$ cat config.mk
export PLATFORM = sky130hd
export DESIGN_NAME = rv32_fetch_unit
export DESIGN_NICKNAME = d
export VERILOG_FILES = /design/src/rtl/rv32_fetch_unit.sv
export SDC_FILE = /design/constraint.sdc
export NUM_CORES = 1
export LEC_CHECK = 0
export ABC_AREA = 0
export BUFFER_PORTS_ARGS = -buffer_cell sky130_fd_sc_hd__buf_4
export CAP_MARGIN = 40
export CORE_ASPECT_RATIO = 0.7
export CORE_MARGIN = 8
export CORE_UTILIZATION = 44
export DETAILED_ROUTE_END_ITERATION = 6
export PLACE_DENSITY_LB_ADDON = 0.08
export SYNTH_ARGS = -nofsm -noshare
export SYNTH_HDL_FRONTEND = slang
export SYNTH_SLANG_ARGS = --single-unit
$ cat constraint.sdc
create_clock -name clk -period 2.7 [get_ports clk]
set_input_delay 0.54 -clock clk [delete_from_list [all_inputs] [get_ports clk]]
set_output_delay 0.54 -clock clk [all_outputs]
set_load 0.05 [all_outputs]
$ cat src/rtl/rv32_fetch_unit.sv
// RV32 instruction fetch stage: PC, instruction-bus request and fetch-to-decode register.
// Define RV32_FETCH_SKID_EN to park a stalled bus response in a one-entry skid buffer.
module rv32_fetch_unit #(
    parameter logic [31:0] RESET_VECTOR = 32'h0000_0000
) (
    input  logic        clk,
    input  logic        reset,
    input  logic        stall_in,
    input  logic        flush_in,
    input  logic        branch_taken_in,
    input  logic [31:0] branch_pc_in,
    output logic [31:0] instr_address_out,
    output logic        instr_read_out,
    input  logic [31:0] instr_data_in,
    input  logic        instr_ready_in,
    output logic [31:0] pc_out,
    output logic [31:0] instr_out,
    output logic        valid_out
);

    localparam logic [31:0] NOP_INSTR = 32'h0000_0013;
    localparam logic [31:0] PC_ALIGN  = 32'hFFFF_FFFC;

    logic [31:0] pc_q, pc_d;
    logic [31:0] pc_out_q, pc_out_d;
    logic [31:0] instr_q, instr_d;
    logic        valid_q, valid_d;
    logic [31:0] pc_inc;
    logic        fetching;
    logic        accept;

`ifdef RV32_FETCH_SKID_EN
    typedef enum logic [0:0] {
        FETCH = 1'b0,
        HOLD  = 1'b1
    } state_t;

    state_t      state_q, state_d;
    logic [31:0] skid_pc_q, skid_pc_d;
    logic [31:0] skid_instr_q, skid_instr_d;
    logic        drain;
`endif

    // Request/acceptance qualifiers; HOLD means the skid holds a parked instruction.
    always_comb begin
        pc_inc = pc_q + 32'd4;
`ifdef RV32_FETCH_SKID_EN
        fetching = (state_q == FETCH);
        drain    = (state_q == HOLD) && !stall_in;
`else
        fetching = 1'b1;
`endif
        accept = fetching && instr_ready_in && !stall_in;
    end

    assign instr_read_out    = fetching;
    assign instr_address_out = pc_q;

    always_comb begin
        pc_d     = pc_q;
        pc_out_d = pc_out_q;
        instr_d  = instr_q;
        valid_d  = valid_q;
`ifdef RV32_FETCH_SKID_EN
        state_d      = state_q;
        skid_pc_d    = skid_pc_q;
        skid_instr_d = skid_instr_q;
`endif
        if (branch_taken_in) begin
            // Redirect beats stall and any bus response; returning to FETCH empties the skid.
            pc_d    = branch_pc_in & PC_ALIGN;
            valid_d = 1'b0;
`ifdef RV32_FETCH_SKID_EN
            state_d = FETCH;
`endif
        end else if (!stall_in) begin
            if (accept) begin
                pc_out_d = pc_q;
                instr_d  = instr_data_in;
                valid_d  = 1'b1;
                pc_d     = pc_inc;
`ifdef RV32_FETCH_SKID_EN
            end else if (drain) begin
                pc_out_d = skid_pc_q;
                instr_d  = skid_instr_q;
                valid_d  = 1'b1;
                state_d  = FETCH;
`endif
            end else if (flush_in) begin
                valid_d = 1'b0;
            end else begin
                valid_d = 1'b0;
            end
        end
`ifdef RV32_FETCH_SKID_EN
        else if (fetching && instr_ready_in) begin
            // Bus completed while decode is stalled: park it and move on to the next address.
            skid_pc_d    = pc_q;
            skid_instr_d = instr_data_in;
            pc_d         = pc_inc;
            state_d      = HOLD;
        end
`endif
    end

    always_ff @(posedge clk or posedge reset) begin
        if (reset) begin
            pc_q     <= RESET_VECTOR & PC_ALIGN;
            pc_out_q <= 32'h0000_0000;
            instr_q  <= NOP_INSTR;
            valid_q  <= 1'b0;
        end else begin
            pc_q     <= pc_d;
            pc_out_q <= pc_out_d;
            instr_q  <= instr_d;
            valid_q  <= valid_d;
        end
    end

`ifdef RV32_FETCH_SKID_EN
    always_ff @(posedge clk or posedge reset) begin
        if (reset) begin
            state_q      <= FETCH;
            skid_pc_q    <= 32'h0000_0000;
            skid_instr_q <= NOP_INSTR;
        end else begin
            state_q      <= state_d;
            skid_pc_q    <= skid_pc_d;
            skid_instr_q <= skid_instr_d;
        end
    end
`endif

    assign pc_out    = pc_out_q;
    assign instr_out = instr_q;
    assign valid_out = valid_q;

endmodule
==> results.yml <==
floorplanning:
  die_area_sq_mm: 0.0130
  std_cell_rows: 29
  die_y_um: 97.7
  die_x_um: 133
  initial_core_util_pct: 45.7
  ios: 168
  core_sq_mm: 0.00918
critical_path:
  critPathMaxStageDelay_ns: 0.66
  critical-path-top-delay-family: "simple AND/OR/NAND/NOR gates"
  critical_path_class: "reg2reg"
  crit_required_ns: 2.96
  worst_path_max_delay_cell: "or4_1"
  worst-path-buf-inv: 0
  cp_max_fo: 10
  arrival_ns: 2.60
  cp-end-kind: "register"
  crit_path_start_kind: "register"
  cpMostUsedCell: "or4_1"
  cp_cell_sequence: "ha_1 -> nand3b_1 -> or4_1 -> or4_1 -> a31oi_1"
sta:
  fmax_mhz: 426
  fin_crit_ns: 2.35
  rsz0062_at_grt: "false"
  period_share_pct: 86.9
  setup_viol: 0
  finalMaxSlewViolations: 0
  clock_skew_ns: 0.00617
  fin_hold_ws_ns: 0.319
  slew_headroom_pct: 51.3
  finalHoldViolCount: 0
  worst_slew_pin_slew_ns: 0.729
  fin_tns_setup_ns: 0
clocking:
  postCtsSetupBuffers: 0
  cts.repair.resized: 0
  cts_buffers: 9
  cts_tree: "yes"
  cts_root_buffer: "clkbuf_16"
  cts.reportedPaths.clkPinSlew_ns: 0.07
  hold_buffers: 0
  cts.sinks: 93
  cts_buffer_depth: 2
  h-tree-depth: 3
  clock_latency_ns: 0.34
drt:
  vias: 3341
  avgRoutedWirePerCell_um: 17.6
  drt_first_pass_iters: 4
  via_per_inst: 5.23
  ant_nets: 0
  first_iter_violations: 167
  routed_wl_um: 11300
  drcViolationCount: 0
synthesis:
  syn_area_sq_mm: 0.00420
  yosysSeqAreaShare_pct: 55.5
  synth-edff-count: 0
  synth.distinct_cells: 42
  synth_seq_cells: 93
  synthArstFlopShare_pct: 100
  yosys_warnings: 0
  synthCells: 356
  synth_area_per_cell_sq_um: 11.8
  ys.flop_type: "dfrtp_1"
global_routing:
  grt_usage_pct: 17.4
  use_met2_pct: 25.6
  grt_busiest_layer: "met2"
  antenna_found_initial: 0
  gr-total-overflow: 0
  grt_start_max_net_pins: 47
  grt_use_met3_pct: 8.39
  use_met1_pct: 22.5
  grt_pass1_vias: 3429
  grt_pass1_wl_um: 18300
place:
  gp_congestion: 0.739
  dp_hpwl_um: 8470
  port-buffer-count: 159
  place_area_sq_mm: 0.00551
power_and_ir_drop:
  pwr-share-seq_pct: 37.7
  power_frac_clock_pct: 26.1
  netSwitchingFraction_pct: 38.8
  leakagePower_nw: 2.60
  p_int_mw: 2.94
  comb_power_share_pct: 36.2
  p_sw_mw: 1.87
  peakVddDrop_uv: 542
  power_density_mw_per_mm2: 827
job:
  maxCapViolations: 0
worst_hold_path:
  hold_path.class: "in2async"
final_layout:
  finalInstanceArea_sq_mm: 0.00581
  syn_to_final_growth_pct: 38.4
  fill_cells: 786
  fin_nets: 581
  drive_gt1_share_pct: 48.7
  diodes: 0
status:
  status: "finished clean"
-- power groups by stage --
stage / combinational (mW) / sequential [mW] / clock, mW
after floorplan: 0.336 / 2.66 / 0
after CTS: 1.76 / 1.81 / 1.28
after global routing: 1.82 / 1.85 / 1.33
final: 1.74 / 1.81 / 1.25
after detailed placement: 1.76 / 1.84 / 0
after global placement: 1.75 / 1.82 / 0
-- flip-flops by register name, summed over array words and instances, names as in the netlist --
signal             count
instr_address_out     30
instr_out             32
valid_out              1
pc_out                30
-- worst register-to-register path, stage by stage, from the launching register on --
cell	delay (ns)
dfrtp_1	0.45
ha_1	0.23
nand3b_1	0.23
or4_1	0.66
or4_1	0.53
a31oi_1	0.18
-- final timing paths --
kind	from	end	slack, ns	cells past startpoint
max	instr_address_out[2]$_DFFE_PP0P_	instr_address_out[24]$_DFFE_PP0P_	0.35	5
min in group clk	branch_pc_in[2]	instr_address_out[2]$_DFFE_PP0P_	0.40	3
min reg2reg	instr_out[20]$_DFFE_PP0P_	instr_out[20]$_DFFE_PP0P_	0.51	1
min	reset	instr_out[7]$_DFFE_PP0P_	0.32	2
max in group asynchronous	reset	instr_out[29]$_DFFE_PP0P_	1.70	3
max reg2reg	instr_address_out[2]$_DFFE_PP0P_	instr_address_out[24]$_DFFE_PP0P_	0.35	5
-- Yosys cell counts (2+ instances only) --
| cell type | n | area, sq um |
|---|---|---|
| and4_1 | 5 | 43.8 |
| xor2_1 | 5 | 43.8 |
| nor4_1 | 2 | 12.5 |
| buf_2 | 7 | 35.0 |
| conb_1 | 2 | 7.51 |
| or3_2 | 2 | 15.0 |
| nor2b_1 | 2 | 12.5 |
| nor2_1 | 13 | 48.8 |
| inv_1 | 5 | 18.8 |
| xnor2_1 | 7 | 61.3 |
| o31ai_1 | 7 | 52.6 |
| clkbuf_1 | 12 | 45.0 |
| nand4_1 | 11 | 68.8 |
| and3_1 | 6 | 37.5 |
| mux2_2 | 62 | 698 |
| and2_1 | 3 | 18.8 |
| nor3_1 | 2 | 10.0 |
| a31oi_1 | 10 | 62.6 |
| o211ai_1 | 5 | 37.5 |
| buf_4 | 5 | 37.5 |
| dfstp_2 | 3 | 78.8 |
| nand3_1 | 15 | 75.1 |
| a21oi_1 | 3 | 15.0 |
| o21ai_0 | 18 | 90.1 |
| or4_1 | 12 | 90.1 |
| or3_1 | 4 | 25.0 |
| dfrtp_1 | 90 | 2250 |
| nand2_1 | 24 | 90.1 |
-- stage by stage --
stage               setup WS (ns)  cells  utilization [%]  total power [mW]
floorplan                   0.333    359                -              3.00
global placement            0.348    623             60.1              3.57
detailed placement          0.299    623             60.1              3.60
CTS                         0.343    639             63.3              4.86
global route                0.209    639             63.3              5.01
finish                      0.354    639             63.3              4.80
-- area by class of cell --
type                            count  area (sq um)  share of cell area (%)
Sequential cell                    93          2330                    40.1
Multi-Input combinational cell    235          1740                    29.9
Timing Repair Buffer              165          1260                    21.7
Clock buffer                       14           284                    4.89
Tap cell                          124           155                    2.67
Inverter                            6          26.3                   0.452
Clock inverter                      2          15.0                   0.258
-- cell usage in the layout (no fill, tap or decap), types with 5 or more instances in the layout --
cell type	count
o31ai_1	7
mux2_2	62
clkbuf_16	9
nand4_1	11
nor2_1	13
o211ai_1	5
and4_1	5
xnor2_1	7
or4_1	12
dfrtp_1	90
conb_1	5
xor2_1	5
o21ai_0	18
nand2_1	24
buf_4	163
and3_1	6
nand3_1	15
a31oi_1	10
-- cell families after synthesis --
family | count (synthesis) | synth area share [%]
AND/OR/NAND/NOR | 108 | 14.5
flip-flops | 93 | 55.5
multiplexers | 63 | 16.9
AO/OA/AOI/OAI | 46 | 6.76
buffers and inverters | 31 | 3.43
XOR/XNOR | 12 | 2.50
other | 2 | 0.179
adder cells (fa/ha/maj) | 1 | 0.298
-- routing by layer --
metal / wire, um / share of wire [%]
met5: 0 / 0
met1: 5070 / 45
met2: 5030 / 45
met4: 133 / 1.2
met3: 1040 / 9.2
Power figures use the tool's default switching activity.
